<file path="config.mk">
export PLATFORM = sky130hd
export DESIGN_NAME = spi_mem_arbiter
export DESIGN_NICKNAME = d
export VERILOG_FILES = /design/src/rtl/spi_mem_arbiter.sv
export SDC_FILE = /design/constraint.sdc
export NUM_CORES = 1
export LEC_CHECK = 0
export BUFFER_PORTS_ARGS = -buffer_cell sky130_fd_sc_hd__buf_2
export CORE_UTILIZATION = 45
export DETAILED_ROUTE_END_ITERATION = 8
export GPL_TIMING_DRIVEN = 0
export MAX_ROUTING_LAYER = met4
export PLACE_DENSITY = 0.73
export SLEW_MARGIN = 40
export SYNTH_ARGS = -nofsm -noshare
export SYNTH_HDL_FRONTEND = slang
export SYNTH_SLANG_ARGS = --single-unit
</file>
<file path="constraint.sdc">
create_clock -name clk -period 1.76 [get_ports clk]
set_input_delay 0.088 -clock clk [delete_from_list [all_inputs] [get_ports clk]]
set_output_delay 0.088 -clock clk [all_outputs]
set_load 0.1 [all_outputs]
</file>
<file path="src/rtl/spi_mem_arbiter.sv">
// spi_mem_arbiter: shares one single-port register memory between the SPI
// slave (requests arrive from the sclk domain) and a local host port.
// SPI requests are synchronised into clk, parked in a one-deep slot, and
// arbitrated round-robin against the host. Read data is routed back to
// whichever side issued the read.
module spi_mem_arbiter #(
    parameter int NB_DATA     = 8,
    parameter int NB_ADDR     = 8,
    parameter int SYNC_STAGES = 2
) (
    input  logic               clk,
    input  logic               reset,
    input  logic               spi_rd_req,
    input  logic               spi_wr_req,
    input  logic [NB_ADDR-1:0] spi_addr,
    input  logic [NB_DATA-1:0] spi_wr_data,
    output logic [NB_DATA-1:0] spi_rd_data,
    output logic               spi_rd_valid,
    output logic               spi_overrun,
    input  logic               host_req,
    input  logic               host_we,
    input  logic [NB_ADDR-1:0] host_addr,
    input  logic [NB_DATA-1:0] host_wdata,
    output logic               host_gnt,
    output logic [NB_DATA-1:0] host_rdata,
    output logic               host_rvalid,
    output logic               mem_en,
    output logic               mem_we,
    output logic [NB_ADDR-1:0] mem_addr,
    output logic [NB_DATA-1:0] mem_wdata,
    input  logic [NB_DATA-1:0] mem_rdata
);

    typedef enum logic [1:0] {IDLE, ACC, RESP} state_t;

    state_t             state;
    logic [SYNC_STAGES-1:0] rd_sync, wr_sync;
    logic               rd_prev, wr_prev;
    logic               rd_rise, wr_rise, any_rise;

    logic               pend_valid;
    logic               pend_we;
    logic [NB_ADDR-1:0] pend_addr;
    logic [NB_DATA-1:0] pend_wdata;

    logic               last_spi;   // 1 = SPI had the previous grant
    logic               cur_spi;    // winner of the access in flight
    logic               cur_we;
    logic               host_sel, spi_sel, grant_spi;

    // Synchronise the SPI request levels; the previous-value flop starts at 0
    // so a level already high when reset releases still counts as a rise.
    always_ff @(posedge clk or posedge reset) begin
        if (reset) begin
            rd_sync <= '0;
            wr_sync <= '0;
            rd_prev <= 1'b0;
            wr_prev <= 1'b0;
        end else begin
            rd_sync <= {rd_sync[SYNC_STAGES-2:0], spi_rd_req};
            wr_sync <= {wr_sync[SYNC_STAGES-2:0], spi_wr_req};
            rd_prev <= rd_sync[SYNC_STAGES-1];
            wr_prev <= wr_sync[SYNC_STAGES-1];
        end
    end

    assign rd_rise  = rd_sync[SYNC_STAGES-1] & ~rd_prev;
    assign wr_rise  = wr_sync[SYNC_STAGES-1] & ~wr_prev;
    assign any_rise = rd_rise | wr_rise;

    // Round-robin pick: on a tie the side that did not win last time goes.
    always_comb begin
        host_sel  = host_req & (~pend_valid | last_spi);
        spi_sel   = pend_valid & (~host_req | ~last_spi);
        grant_spi = (state == IDLE) & spi_sel;
    end

    // One-deep SPI slot; a rise landing on the same cycle the slot is granted
    // refills it, otherwise a rise on a full slot is lost and flagged.
    always_ff @(posedge clk or posedge reset) begin
        if (reset) begin
            pend_valid  <= 1'b0;
            pend_we     <= 1'b0;
            pend_addr   <= '0;
            pend_wdata  <= '0;
            spi_overrun <= 1'b0;
        end else begin
            if (any_rise && (!pend_valid || grant_spi)) begin
                pend_valid <= 1'b1;
                pend_we    <= wr_rise;
                pend_addr  <= spi_addr;
                pend_wdata <= spi_wr_data;
            end else if (grant_spi) begin
                pend_valid <= 1'b0;
            end
            if ((any_rise && pend_valid && !grant_spi) || (rd_rise && wr_rise))
                spi_overrun <= 1'b1;
        end
    end

    // Access sequencer: IDLE issues, ACC holds the strobe, RESP returns data.
    always_ff @(posedge clk or posedge reset) begin
        if (reset) begin
            state        <= IDLE;
            last_spi     <= 1'b0;
            cur_spi      <= 1'b0;
            cur_we       <= 1'b0;
            mem_en       <= 1'b0;
            mem_we       <= 1'b0;
            mem_addr     <= '0;
            mem_wdata    <= '0;
            host_gnt     <= 1'b0;
            host_rdata   <= '0;
            host_rvalid  <= 1'b0;
            spi_rd_data  <= '0;
            spi_rd_valid <= 1'b0;
        end else begin
            mem_en       <= 1'b0;
            host_gnt     <= 1'b0;
            host_rvalid  <= 1'b0;
            spi_rd_valid <= 1'b0;
            case (state)
                IDLE: begin
                    if (host_sel) begin
                        mem_en    <= 1'b1;
                        mem_we    <= host_we;
                        mem_addr  <= host_addr;
                        mem_wdata <= host_wdata;
                        host_gnt  <= 1'b1;
                        last_spi  <= 1'b0;
                        cur_spi   <= 1'b0;
                        cur_we    <= host_we;
                        state     <= ACC;
                    end else if (spi_sel) begin
                        mem_en    <= 1'b1;
                        mem_we    <= pend_we;
                        mem_addr  <= pend_addr;
                        mem_wdata <= pend_wdata;
                        last_spi  <= 1'b1;
                        cur_spi   <= 1'b1;
                        cur_we    <= pend_we;
                        state     <= ACC;
                    end
                end
                ACC: state <= RESP;
                RESP: begin
                    if (!cur_we) begin
                        if (cur_spi) begin
                            spi_rd_data  <= mem_rdata;
                            spi_rd_valid <= 1'b1;
                        end else begin
                            host_rdata  <= mem_rdata;
                            host_rvalid <= 1'b1;
                        end
                    end
                    state <= IDLE;
                end
                default: state <= IDLE;
            endcase
        end
    end

endmodule

</file>
==> results.py, run 1 <==
metrics = {
    "run_status": {
        "status": "finished, final reports clean",
    },
    "placement": {
        "pre_cts_slack_ns": -0.04794,
        "dpl.hpwl_mm": 3.981,
        "io_buffers": 83,
        "placed_area_mm2": 0.003186,
        "gp_congestion": 0.8308,
    },
    "sta": {
        "min_period_ns": 1.668,
        "finalHoldViolations": 0,
        "max_slew_margin_pct": 58.18,
        "finalSetupViolations": 0,
        "fin_skew_ns": 0.008118,
        "slew_viol_final": 0,
        "max_freq_mhz": 599.7,
        "rsz0062_at_grt": "no",
        "whs_ns": 0.01180,
        "fin_crit_sh_pct": 94.75,
        "worst_slack_ns": 0.09238,
        "tightest_slew_ns": 0.6246,
    },
    "global_route": {
        "grt_pass1_wl_mm": 9.204,
        "grt_pass1_vias": 1955,
        "grt-ovfl-total": 0,
        "antenna_found_initial": 0,
        "grt_max_degree": 40,
        "grt_usage_pct": 20.70,
    },
    "final_layout": {
        "nFillCells": 447,
        "fin_nets": 376,
        "drive_above_1_share_pct": 43.28,
        "fin_area_mm2": 0.003690,
        "antennaDiodeCount": 0,
        "area_growth_pct": 38.91,
        "multi_input_area_um2": 938.4,
        "regArea_mm2": 0.001628,
        "layout_common_cells": "86 x buf_2, 64 x dfrtp_1, 28 x dlygate4sd3_1, 23 x mux2_2, 20 x a21oi_1",
        "final_common_cell": "buf_2",
    },
    "cts": {
        "cts_tree": "done",
        "cts_buffers": 9,
        "clk_latency_ns": 0.34,
        "cts.sinks": 65,
        "clockRootBuffer": "clkbuf_8",
        "clk_pin_slew_ns": 0.07,
        "clock_path_buffers": 2,
        "htree_levels": 3,
    },
    "synthesis": {
        "seq_area_frac_synth_pct": 61.23,
        "syn-instance-count": 206,
        "synth_edf_count": 0,
        "synthArstFlopShare_pct": 100.0,
        "synth.avg_cell_area_um2": 12.89,
        "ys_types": 26,
        "yosysWarnings": 0,
        "ys.flop_type": "dfrtp_1",
        "yosys_register_bits": 65,
        "syn_area_mm2": 0.002656,
        "syn-num-nets": 252,
    },
    "setup_path": {
        "r2r_slack_ns": 0.09,
        "critPathCapture": "pend_addr[6]",
        "critPathMaxFanout": 7,
        "crit_required_ns": 1.98,
        "reg2reg_from": "cur_spi",
        "reg2reg_to": "pend_addr[6]",
        "crit_path_start_kind": "register",
        "arrival_ns": 1.89,
        "cp-end-kind": "register",
        "worst-r2r-cell-count": 4,
        "crit_path_start": "cur_spi",
        "path_class": "register to register",
    },
    "floorplan": {
        "die_x_um": 78.83,
        "io_pins": 84,
        "die_y_um": 78.83,
        "die-area_mm2": 0.006214,
        "start_util_pct": 47.37,
        "core_area_mm2": 0.005608,
        "fp-row-count": 27,
    },
    "detailed_routing": {
        "totalWireLength_mm": 5.921,
        "wl_met3_um": 347,
        "top_layer_used": "met4",
        "drc": 0,
        "routed_via_density": 5.256,
        "drt_pass1_iterations": 4,
        "drt_iter0_markers": 77,
        "wl_met1_mm": 2.570,
        "route.met2.wl_mm": 2.896,
        "routedWlPerCell_um": 14.55,
        "route.antenna.remaining_nets": 0,
        "vias": 2139,
    },
    "hold_path": {
        "min_path_type": "input port to register",
    },
    "run": {
        "drv_cap": 0,
    },
}
==> per-stage QoR <==
step                 TNS, ns  instances  utilization, %
detailed placement   -0.4136        362           56.81
finish                     0        407           65.80
global placement      -43.51        361           56.40
CTS                        0        408           65.82
global route               0        407           65.80
floorplan           -0.09869        206               -
==> worst min path at each step <==
stage / cells after the start / startpoint / slack [ns] / endpoint
2_1_floorplan: 0 / spi_rd_req / 0.12 / rd_sync[0]
3_3_place_gp: 1 / spi_wr_req / 0.20 / wr_sync[0]
3_5_place_dp: 2 / reset / 0.08 / spi_rd_data[0]
4_1_cts: 3 / host_wdata[3] / 0.001 / mem_wdata[3]
5_1_grt: 3 / host_wdata[3] / 0.01 / mem_wdata[3]
6_report: 3 / host_wdata[3] / 0.01 / mem_wdata[3]
==> timing repair <==
action                                  4_1_cts  5_1_grt
cloned                                        0        0
endpoints found under the hold margin        61        0
hold buffers                                 28        0
gates resized for setup                       0        1
setup buffers                                 2        0
endpoints found under the setup margin        9        4
pin swaps                                     1        0
==> critical path, stage by stage (launching register included) <==
cell,delay [ns]
dfrtp_1,0.47
a211o_1,0.34
a22oi_4,0.22
buf_4,0.18
mux2_2,0.33
==> synthesized netlist by cell type, types with 3 or more instances <==
cell type / count / area share (%)
a21oi_1: 20 / 3.8
a31oi_1: 18 / 4.2
buf_2: 3 / 0.57
clkbuf_1: 7 / 0.99
dfrtp_1: 65 / 61
inv_1: 3 / 0.42
mux2_2: 23 / 9.8
mux2_4: 9 / 5.1
nand2b_1: 3 / 0.71
nand3_1: 18 / 3.4
nor2b_1: 4 / 0.94
o21ai_0: 17 / 3.2
==> cell type report <==
type	instances	area share [%]
flip-flops and latches	65	44.12
multi-input cells	124	25.43
repair buffers	114	19.80
clock buffers	10	3.459
well taps	72	2.442
clock inverters	6	2.238
plain buffers	13	2.136
inverters	3	0.3730
==> metal layers <==
| metal | vias to the layer above | track usage, % |
|---|---|---|
| met5 | - | - |
| met4 | 0 | 8.182 |
| met3 | 14 | 7.011 |
| met2 | 85 | 33.04 |
| met1 | 1037 | 24.20 |
| li1 | 1003 | - |
==> logic make-up (layout without fill, tap and decap cells) <==
family | Yosys count | count (layout) | synth area share [%]
buf+inv | 17 | 146 | 3.532
flops | 65 | 65 | 61.23
simple gates | 34 | 34 | 7.725
mux | 32 | 32 | 14.84
compound gates | 58 | 58 | 12.67
==> flip-flops by register name, indices dropped and copies added, names as in the netlist, 2 cells and up <==
| signal | count |
|---|---|
| mem_wdata | 8 |
| pend_addr | 8 |
| host_rdata | 8 |
| wr_sync | 2 |
| spi_rd_data | 8 |
| rd_sync | 2 |
| mem_addr | 8 |
| pend_wdata | 8 |
| state | 2 |
Power of run 1 is not shown: default switching activity piles up to over one toggle a cycle in this logic, so the estimate is an artifact.
==> run 2: changes to the inputs <==
--- a/config.mk
+++ b/config.mk
@@ -7,8 +7,8 @@
 export LEC_CHECK = 0
-export BUFFER_PORTS_ARGS = -buffer_cell sky130_fd_sc_hd__buf_2
-export CORE_UTILIZATION = 45
+export CORE_UTILIZATION = 55
 export DETAILED_ROUTE_END_ITERATION = 8
+export DONT_BUFFER_PORTS = 1
 export GPL_TIMING_DRIVEN = 0
 export MAX_ROUTING_LAYER = met4
-export PLACE_DENSITY = 0.73
+export PLACE_DENSITY = 0.71
 export SLEW_MARGIN = 40
==> constraint.sdc (replaced) <==
create_clock -name clk -period 1.76 [get_ports clk]
set_input_delay 0.352 -clock clk [delete_from_list [all_inputs] [get_ports clk]]
set_output_delay 0.352 -clock clk [all_outputs]
set_load 0.1 [all_outputs]
==> run 2 against run 1 <==
  * Flip-flop and latch count unchanged
  * Maximum frequency is 0.91% lower
  * Global-route usage grew 3.6 points
  * Critical path depth did not move
  * First-iteration DRC count up 70%
  * Register-to-register slack got worse by 0.02 ns
  * Sequential share of layout area rose by 10 points
  * Design area decreased by 17%
  * Cell count down 31%
  * Non-clock buffer count is 108 lower
==> results.py, run 2 (synthesis results as in run 1) <==
metrics = {
    "floorplan": {
        "die_x_um": 71.50,
        "die_y_um": 71.50,
        "core_area_mm2": 0.004504,
        "fp-row-count": 24,
        "io_pins": 84,
        "start_util_pct": 58.97,
        "die-area_mm2": 0.005112,
    },
    "global_route": {
        "grt_usage_pct": 24.31,
        "antenna_found_initial": 0,
        "grt-ovfl-total": 0,
        "grt_pass1_wl_mm": 8.997,
        "grt_max_degree": 28,
        "grt_pass1_vias": 1825,
    },
    "sta": {
        "fin_skew_ns": 0.005516,
        "finalSetupViolations": 0,
        "slew_viol_final": 0,
        "tightest_slew_ns": 0.8984,
        "rsz0062_at_grt": "no",
        "finalHoldViolations": 0,
        "max_freq_mhz": 594.2,
        "min_period_ns": 1.683,
        "max_slew_margin_pct": 40.11,
        "fin_crit_sh_pct": 95.62,
        "tns_ns": 0,
    },
    "setup_path": {
        "reg2reg_from": "cur_spi",
        "path_class": "register to register",
        "crit_required_ns": 1.98,
        "crit_path_start_kind": "register",
        "crit_slowest_cell": "dfrtp_1",
        "critPathMaxFanout": 7,
        "arrival_ns": 1.90,
        "cp-end-kind": "register",
        "reg2reg_to": "pend_addr[4]",
        "critical_path.top_delay_family": "compound AO/OA/AOI/OAI gates",
        "critPathBufInv": 1,
        "crit_chain": "a211o_1, a22oi_4, buf_4, mux2_2",
        "slowest_delay_ns": 0.47,
        "worst-r2r-cell-count": 4,
        "r2r_slack_ns": 0.08,
    },
    "hold_path": {
        "min_path_type": "input port to register",
        "min_path_cells": 0,
        "min_from": "spi_wr_req",
        "whs_endpoint": "wr_sync[0]",
    },
    "placement": {
        "io_buffers": 0,
        "gp_congestion": 0.8293,
        "dpl.hpwl_mm": 4.032,
    },
    "final_layout": {
        "area_growth_pct": 15.07,
        "antennaDiodeCount": 0,
        "layout_common_cells": "35 x dfrtp_1, 29 x dfrtp_2, 23 x mux2_2, 20 x a21oi_1",
        "final_common_cell": "dfrtp_1",
        "fin_nets": 268,
        "nFillCells": 345,
        "drive_above_1_share_pct": 41.41,
        "final_util_pct": 67.86,
    },
    "run_status": {
        "status": "finished, final reports clean",
    },
    "cts": {
        "clk_pin_slew_ns": 0.07,
        "cts.sinks": 65,
        "clk_latency_ns": 0.34,
        "htree_levels": 3,
        "clockRootBuffer": "clkbuf_8",
        "cts_tree": "done",
        "clock_path_buffers": 2,
        "cts_buffers": 9,
    },
    "detailed_routing": {
        "vias": 1808,
        "route.antenna.remaining_nets": 0,
        "drt_iter0_markers": 131,
        "top_layer_used": "met4",
        "totalWireLength_mm": 5.682,
        "routedWlPerCell_um": 20.37,
        "drt_pass1_iterations": 4,
        "wl_met3_um": 469,
        "route.met2.wl_mm": 2.913,
        "drc": 0,
        "routed_via_density": 6.480,
        "wl_met1_mm": 2.183,
    },
    "run": {
        "drv_cap": 0,
    },
}
run 2: timing repair:
item | in CTS | in global routing
gates resized for setup | 2 | 5
endpoints found under the hold margin | 18 | 0
setup buffers | 2 | 1
pin swaps | 2 | 0
hold buffers | 1 | 0
setup endpoints to repair | 25 | 18
run 2: worst max path at each step:
stage | startpoint | endpoint | depth (start not counted)
2_1_floorplan | cur_we | host_rdata[0] | 2
3_3_place_gp | cur_we | host_rdata[1] | 2
3_5_place_dp | cur_we | host_rdata[0] | 2
4_1_cts | cur_we | spi_rd_data[0] | 3
5_1_grt | pend_valid | mem_wdata[0] | 6
6_report | cur_spi | pend_addr[4] | 4
run 2: cell type report:
cell class | instances | area (µm²) | area share, %
tap | 52 | 65.06 | 2.129
clock buffer | 13 | 158.9 | 5.199
inverter | 3 | 15.01 | 0.4912
multi-input combinational | 124 | 953.4 | 31.19
buffer | 13 | 82.58 | 2.702
timing repair buffer | 6 | 100.1 | 3.275
clock inverter | 3 | 15.01 | 0.4912
sequential | 65 | 1667 | 54.52
run 2: worst reg2reg max path: stages, from the launching register on:
cell     delay (ns)
dfrtp_1        0.47
a211o_1        0.34
a22oi_4        0.21
buf_4          0.19
mux2_2         0.34
run 2: metrics by stage:
stage / instance area, µm² / std cells / setup WS [ns] / hold WS, ns
final: 3057 / 279 / 0.07714 / 0.04058
after global routing: 3057 / 279 / 0.03466 / 0.02441
after CTS: 3005 / 279 / 0.02878 / 0.03047
after detailed placement: 2789 / 260 / -0.1327 / 0.2597
after global placement: 2726 / 258 / -0.06411 / 0.3326
after floorplan: 2661 / 206 / 0.09181 / 0.3312
run 2: per-layer routing:
layer	GRT usage, %	vias up
li1	-	783
met1	28.82	927
met2	38.10	83
met3	9.001	15
met4	9.368	0
met5	-	-
Power of run 2 is left out for the same reason.
